===== src/rtl/ifm_rd_pkg.sv =====
// Shared constants, tag type and credit-width helper for the ifm SRAM read port.
package ifm_rd_pkg;

  localparam int DW = 8;
  localparam int DN = 8;
  localparam int AW = 14;
  localparam int WW = DW * DN;

  localparam logic [AW-1:0] PAD_ADDR = {AW{1'b1}};

  typedef struct packed {
    logic first;
    logic last;
    logic pad;
  } tag_t;

  // The credit must be able to hold the value FD itself, hence the extra bit.
  function automatic int credit_w(input int depth);
    return $clog2(depth) + 1;
  endfunction

endpackage


===== src/rtl/ifm_bank_rd_sync_fifo.sv =====
// Generic synchronous FIFO with full/empty/count; power-of-two depth, synchronous active-high reset.
module sync_fifo #(
  parameter int W     = 8,
  parameter int DEPTH = 4
) (
  input  logic                       clk,
  input  logic                       rst_n,
  input  logic                       i_wr_en,
  input  logic [W-1:0]               i_wr_data,
  input  logic                       i_rd_en,
  output logic [W-1:0]               o_rd_data,
  output logic                       o_full,
  output logic                       o_empty,
  output logic [$clog2(DEPTH):0]     o_count
);

  localparam int PW = $clog2(DEPTH);

  logic [W-1:0]  r_mem [DEPTH];
  logic [PW-1:0] r_wptr;
  logic [PW-1:0] r_rptr;
  logic [PW:0]   r_count;
  logic          w_do_wr;
  logic          w_do_rd;

  assign o_empty = (r_count == '0);
  assign o_full  = (r_count == (PW+1)'(DEPTH));
  assign o_count = r_count;
  assign w_do_wr = i_wr_en & ~o_full;
  assign w_do_rd = i_rd_en & ~o_empty;

  // NOTE: sequential state uses non-blocking assignments so every flop samples pre-edge values.
  always_ff @(posedge clk) begin
    if (rst_n) begin
      r_wptr  <= '0;
      r_rptr  <= '0;
      r_count <= '0;
    end else begin
      if (w_do_wr) r_wptr <= r_wptr + PW'(1);
      if (w_do_rd) r_rptr <= r_rptr + PW'(1);
      case ({w_do_wr, w_do_rd})
        2'b10:   r_count <= r_count + (PW+1)'(1);
        2'b01:   r_count <= r_count - (PW+1)'(1);
        default: r_count <= r_count;
      endcase
    end
  end

  // NOTE: storage is deliberately not reset; pointers and count define validity.
  always_ff @(posedge clk) begin
    if (w_do_wr) r_mem[r_wptr] <= i_wr_data;
  end

  // Head is masked while empty so stale storage never shows on the output.
  assign o_rd_data = o_empty ? '0 : r_mem[r_rptr];

  a_no_overflow:  assert property (@(posedge clk) disable iff (rst_n) !(i_wr_en && o_full));
  a_no_underflow: assert property (@(posedge clk) disable iff (rst_n) !(i_rd_en && o_empty));

endmodule


===== src/rtl/ifm_bank_rd.sv =====
// Credit-flow-controlled ifm SRAM read port: address stream in, tagged data stream out.
// Optional IFM_PAD_EN: all-ones address returns a zero word without touching the SRAM.
module ifm_bank_rd
  import ifm_rd_pkg::*;
#(
  parameter int RL = 1,
  parameter int FD = 4
) (
  input  logic          clk,
  input  logic          rst_n,
  input  logic [AW-1:0] m_addr,
  input  logic          m_addr_first,
  input  logic          m_addr_last,
  input  logic          m_addr_valid,
  output logic          m_addr_ready,
  output logic          sram_cen,
  output logic [AW-1:0] sram_addr,
  input  logic [WW-1:0] sram_rdata,
  output logic [WW-1:0] s_data,
  output logic          s_first,
  output logic          s_last,
  output logic          s_valid,
  input  logic          s_ready
);

  localparam int CW = credit_w(FD);
  localparam int PW = $clog2(FD);
  localparam int EW = WW + 2;

  logic [CW-1:0] r_credit;
  logic          w_accept;
  logic          w_pop;
  logic          w_pad;

  logic          r_cen;
  logic [AW-1:0] r_addr;
  logic          r_iss_vld;
  tag_t          r_iss_tag;

  logic [RL-1:0] r_pipe_vld;
  tag_t          r_pipe_tag [RL];

  tag_t          w_ret_tag;
  logic [WW-1:0] w_ret_word;
  logic          w_fifo_wr;
  logic [EW-1:0] w_fifo_din;
  logic [EW-1:0] w_fifo_dout;
  logic          w_fifo_full;
  logic          w_fifo_empty;
  logic [PW:0]   w_fifo_count;

`ifdef IFM_PAD_EN
  assign w_pad = (m_addr == PAD_ADDR);
`else
  assign w_pad = 1'b0;
`endif

  // Credit counts free return slots: reads in flight plus buffered words never exceed FD.
  assign m_addr_ready = (r_credit != '0) & ~rst_n;
  assign w_accept     = m_addr_valid & m_addr_ready;
  assign w_pop        = s_valid & s_ready;

  always_ff @(posedge clk) begin
    if (rst_n) begin
      r_credit <= CW'(FD);
    end else begin
      case ({w_accept, w_pop})
        2'b10:   r_credit <= r_credit - CW'(1);
        2'b01:   r_credit <= r_credit + CW'(1);
        default: r_credit <= r_credit;
      endcase
    end
  end

  // Issue stage: a padding slot travels down the pipe but never enables the SRAM.
  always_ff @(posedge clk) begin
    if (rst_n) begin
      r_cen     <= 1'b0;
      r_addr    <= '0;
      r_iss_vld <= 1'b0;
      r_iss_tag <= '0;
    end else begin
      r_cen     <= w_accept & ~w_pad;
      r_iss_vld <= w_accept;
      if (w_accept) begin
        r_iss_tag <= '{first: m_addr_first, last: m_addr_last, pad: w_pad};
      end
      if (w_accept && !w_pad) begin
        r_addr <= m_addr;
      end
    end
  end

  assign sram_cen  = r_cen;
  assign sram_addr = r_addr;

  // Tag pipeline: the last stage lines up with sram_rdata for the same read.
  always_ff @(posedge clk) begin
    if (rst_n) begin
      r_pipe_vld <= '0;
      for (int i = 0; i < RL; i++) begin
        r_pipe_tag[i] <= '0;
      end
    end else begin
      r_pipe_vld[0] <= r_iss_vld;
      r_pipe_tag[0] <= r_iss_tag;
      for (int i = 1; i < RL; i++) begin
        r_pipe_vld[i] <= r_pipe_vld[i-1];
        r_pipe_tag[i] <= r_pipe_tag[i-1];
      end
    end
  end

  assign w_ret_tag  = r_pipe_tag[RL-1];
  assign w_fifo_wr  = r_pipe_vld[RL-1];
  assign w_ret_word = w_ret_tag.pad ? '0 : sram_rdata;
  assign w_fifo_din = {w_ret_word, w_ret_tag.first, w_ret_tag.last};

  sync_fifo #(
    .W     (EW),
    .DEPTH (FD)
  ) u_ret_fifo (
    .clk       (clk),
    .rst_n     (rst_n),
    .i_wr_en   (w_fifo_wr),
    .i_wr_data (w_fifo_din),
    .i_rd_en   (w_pop),
    .o_rd_data (w_fifo_dout),
    .o_full    (w_fifo_full),
    .o_empty   (w_fifo_empty),
    .o_count   (w_fifo_count)
  );

  assign s_valid                   = ~w_fifo_empty;
  assign {s_data, s_first, s_last} = w_fifo_dout;

  a_credit_max:   assert property (@(posedge clk) disable iff (rst_n) r_credit <= CW'(FD));
  a_credit_space: assert property (@(posedge clk) disable iff (rst_n)
                                   (32'(r_credit) + 32'(w_fifo_count)) <= FD);
  a_no_wr_full:   assert property (@(posedge clk) disable iff (rst_n) !(w_fifo_wr && w_fifo_full));

endmodule


===== config.mk =====
export PLATFORM = sky130hd
export DESIGN_NAME = ifm_bank_rd
export DESIGN_NICKNAME = d
export VERILOG_FILES = /design/src/rtl/ifm_rd_pkg.sv /design/src/rtl/ifm_bank_rd_sync_fifo.sv /design/src/rtl/ifm_bank_rd.sv
export SDC_FILE = /design/constraint.sdc
export NUM_CORES = 1
export LEC_CHECK = 0
export ABC_CLOCK_PERIOD_IN_PS = 6910
export CAP_MARGIN = 20
export CORE_MARGIN = 4
export CORE_UTILIZATION = 40
export CTS_CLUSTER_DIAMETER = 30
export CTS_CLUSTER_SIZE = 14
export DETAILED_ROUTE_END_ITERATION = 10
export SLEW_MARGIN = 20
export SYNTH_ARGS = -nofsm -noshare
export SYNTH_HDL_FRONTEND = slang
export SYNTH_SLANG_ARGS = --single-unit

===== constraint.sdc =====
create_clock -name clk -period 6.91 [get_ports clk]
set_input_delay 1.382 -clock clk [delete_from_list [all_inputs] [get_ports clk]]
set_output_delay 1.382 -clock clk [all_outputs]
set_load 0.1 [all_outputs]

==> run summary <==
PLACE
------------------------------------------------------------------------------------
Last weighted congestion value of the routability-driven placer                0.697
Cell area after placement                                                 13300 um^2
Final HPWL DP                                                               12500 um
Number of buffer cells added on primary ports                                    166

LOGIC SYNTHESIS
------------------------------------------------------------------------------------
Synth warn                                                                         0
Synthesized flop and latch total                                                 296
Synth top area cells                                                    sky130_fd_sc_hd__edfxtp_1 (70%), sky130_fd_sc_hd__mux4_2 (13%), sky130_fd_sc_hd__dfxtp_1 (5.7%)
Portion of synthesized cell area occupied by the leading cell type             70.1%
Netlist cell types                                                                26
Average cell area after synthesis                                          20.8 um^2
Proportion of synthesized chip area in sequential cells                        75.7%
Top-count cell post-synth                                               sky130_fd_sc_hd__edfxtp_1
Prevailing post-synth register cell                                     sky130_fd_sc_hd__edfxtp_1
Library cell with the largest summed area after synthesis               sky130_fd_sc_hd__edfxtp_1
Top cells by instance count after synthesis                             sky130_fd_sc_hd__edfxtp_1 (264), sky130_fd_sc_hd__and2_1 (71), sky130_fd_sc_hd__mux4_2 (66)
Post-synth EDFFs                                                                 264
Async set-or-reset flop fraction in the synthesized netlist                       0%
Mapped Nets                                                                      637
Cells after synthesis                                                            545
Post-Syn Area                                                             11300 um^2

GLOBAL ROUTING
------------------------------------------------------------------------------------
Global router's overall resource usage                                         14.8%
Met1 usage in global routing                                                   18.7%
Number of global-route vias before repair                                       6574
Most congested layer reported by global routing                                 met2
Initial antenna violation count                                                    1
Pin count of the biggest net entering global routing                              70
Global routing met2 resource utilization                                       24.3%
Sum of overflow across all layers after global routing                             0
Wire length of the first global-routing pass                                35900 um
Met3 Track Usage GR                                                            4.97%

TIMING
------------------------------------------------------------------------------------
Final Max Tran Viols                                                               0
Final count of hold timing violations                                              0
Unrepaired setup endpoints after global routing                                   no
Final clock period utilization by the worst path                               69.9%
Final critical-path required period                                          4830 ps
Max_slew headroom                                                              28.6%
TNS Setup                                                                       0 ps
Final-layout worst hold slack                                                 465 ps
Maximum frequency from static timing analysis                                207 MHz
Setup Skew                                                                   18.0 ps
Worst Tran Pin Value                                                         1070 ps
Total of endpoints with negative setup slack in the final report                   0

POWER
------------------------------------------------------------------------------------
Leakage dissipation                                                          5.10 nW
Power density over cell area                                             481 nW/um^2
Peak supply drop                                                              275 uV

FINAL LAYOUT
------------------------------------------------------------------------------------
Filler instances                                                                2159
Antenna diode count                                                                0
Net count of the finished layout                                                 845
Share of final-layout standard cells stronger than drive strength 1            24.8%
Area added between synthesis and finish                                        36.5%
Post-route cell area                                                      15400 um^2

FLOORPLANNING
------------------------------------------------------------------------------------
Effective utilization at floorplan                                             40.6%
Full die area                                                             31000 um^2
Die width                                                                     176 um
Core area                                                                 27900 um^2
I/O pin cnt                                                                      167
Die height                                                                    176 um
Row cnt                                                                           61

CRITICAL PATH
------------------------------------------------------------------------------------
CP Capture Type                                                         primary output
Startpoint types                                                                flop
Setup Crit Path Kind                                                    flop to primary output
Arrival time of the worst setup path                                         3450 ps
Worst-path maximum fanout                                                         27
Data required time of the critical path                                      5530 ps

ROUTING
------------------------------------------------------------------------------------
Antenna Nets Post-Route                                                            0
Vias per Instance                                                               4.92
Number of remaining DRC errors                                                     0
Final WL                                                                    22800 um
Vias                                                                            5812
Number of DRC markers in iteration 0                                             375
Router iterations before antenna repair                                            5
Avg WL per Cell                                                              19.2 um

CLOCKING
------------------------------------------------------------------------------------
Number of buffers inserted for hold repair after clock tree synthesis              0
Clock Tree Buf Depth                                                               3
Max H-tree Level                                                                   2
Worst-path clk slew                                                            50 ps
# clock sinks                                                                    296
Clock tree from TritonCTS                                                      built
Skew-Pair Late Insertion Delay                                                560 ps
Post-CTS setup buffers                                                             0
Number of gates resized after CTS                                                  0
Number of buffers inserted during clock tree synthesis                            60
CTS root buffer                                                         sky130_fd_sc_hd__clkbuf_16

JOB
------------------------------------------------------------------------------------
Max-cap violations                                                                 0

WORST HOLD PATH
------------------------------------------------------------------------------------
Hold Path Class                                                         flop to flop

OUTCOME
------------------------------------------------------------------------------------
Run status                                                              finished, final reports clean

==> layer usage <==
metal	part of all wire, %	wire length, um	vias to the layer above
met4	1.5	347	2
met5	0.031	7	-
met1	41	9330	2969
met3	8.4	1920	39
met2	49	11100	208
li1	-	-	2594
==> kinds of logic after synthesis <==
kind of cell             Yosys count  share of synthesized area (%)
AND/OR/NAND/NOR                  108                           5.80
adder cells (fa/ha/maj)            8                           1.02
AO/OA/AOI/OAI                      8                          0.398
multiplexers                      85                           15.0
buffers and inverters             35                           1.66
XOR/XNOR                           5                          0.387
flip-flops                       296                           75.7
==> registers in the layout, summed over array words and instances (netlist names), 2 cells and up, named ones only <==
signal              flops
sram_addr              14
r_pipe_tag              2
r_credit                3
r_iss_tag               2
u_ret_fifo.r_mem      264
u_ret_fifo.r_rptr       2
u_ret_fifo.o_count      3
u_ret_fifo.r_wptr       2
==> layout make-up <==
class	instances	area, um^2	share of cell area, %
Sequential cell	296	8580	55.5
Tap cell	378	473	3.06
Clock inverter	46	512	3.31
Timing Repair Buffer	172	1740	11.3
Multi-Input combinational cell	214	2570	16.7
Clock buffer	67	1540	9.96
Inverter	9	33.8	0.219
==> path summary, 6_finish.rpt <==
check / slack (ps) / from / end / cells past startpoint
worst max-delay path: 2080 / flop / s_data[58] / 4
worst min-delay path: 460 / r_iss_tag[2] / r_pipe_tag[0][1] / 1
worst max register to register: 4060 / u_ret_fifo.o_count[0] / r_credit[2] / 8
worst min register to register: 460 / r_iss_tag[2] / r_pipe_tag[0][1] / 1
==> where the power goes <==
| part | internal (mW) | switching [mW] | leakage (nW) |
|---|---|---|---|
| clock network | 1.91 | 0.930 | 0.979 |
| logic | 0.671 | 1.83 | 1.47 |
| registers | 2.03 | 0.0634 | 2.65 |
==> layout by cell type (no fill, tap or decap), types with 2 or more instances in the layout <==
cell	count
sky130_fd_sc_hd__o21ai_0	4
sky130_fd_sc_hd__a21oi_1	2
sky130_fd_sc_hd__nor2_1	10
sky130_fd_sc_hd__dfxtp_1	30
sky130_fd_sc_hd__clkdlybuf4s50_1	165
sky130_fd_sc_hd__buf_12	3
sky130_fd_sc_hd__bufinv_16	8
sky130_fd_sc_hd__mux2_2	17
sky130_fd_sc_hd__nor2b_1	17
sky130_fd_sc_hd__clkbuf_1	6
sky130_fd_sc_hd__inv_1	9
sky130_fd_sc_hd__mux4_2	66
sky130_fd_sc_hd__nand2b_1	3
sky130_fd_sc_hd__and2_1	67
sky130_fd_sc_hd__edfxtp_1	264
sky130_fd_sc_hd__clkinv_1	7
sky130_fd_sc_hd__mux2i_1	2
sky130_fd_sc_hd__clkbuf_16	60
sky130_fd_sc_hd__dfxtp_4	2
sky130_fd_sc_hd__buf_4	3
sky130_fd_sc_hd__inv_6	8
sky130_fd_sc_hd__xor2_1	5
sky130_fd_sc_hd__clkinvlp_4	9
sky130_fd_sc_hd__fa_1	2
sky130_fd_sc_hd__clkinv_2	9
sky130_fd_sc_hd__ha_1	6
sky130_fd_sc_hd__nor3_1	2
sky130_fd_sc_hd__clkinv_4	3
sky130_fd_sc_hd__and2_4	4
==> through the flow <==
| step | setup WS, ps | instances | power (mW) | utilization (%) |
|---|---|---|---|---|
| after global placement | 1740 | 1066 | 4.64 | 47.9 |
| final | 2080 | 1182 | 7.43 | 55.4 |
| after global routing | 1840 | 1182 | 7.70 | 55.4 |
| after CTS | 1650 | 1179 | 7.52 | 55.2 |
| after detailed placement | 1660 | 1066 | 4.66 | 47.9 |
| after floorplan | 2510 | 545 | 4.07 | - |
==> critical path, stage by stage, from the launching register on <==
cell	delay, ps
sky130_fd_sc_hd__dfxtp_4	590
sky130_fd_sc_hd__buf_4	550
sky130_fd_sc_hd__mux4_2	580
sky130_fd_sc_hd__and2_1	170
sky130_fd_sc_hd__clkdlybuf4s50_1	990
No activity file was read; power rests on OpenSTA's default activity.
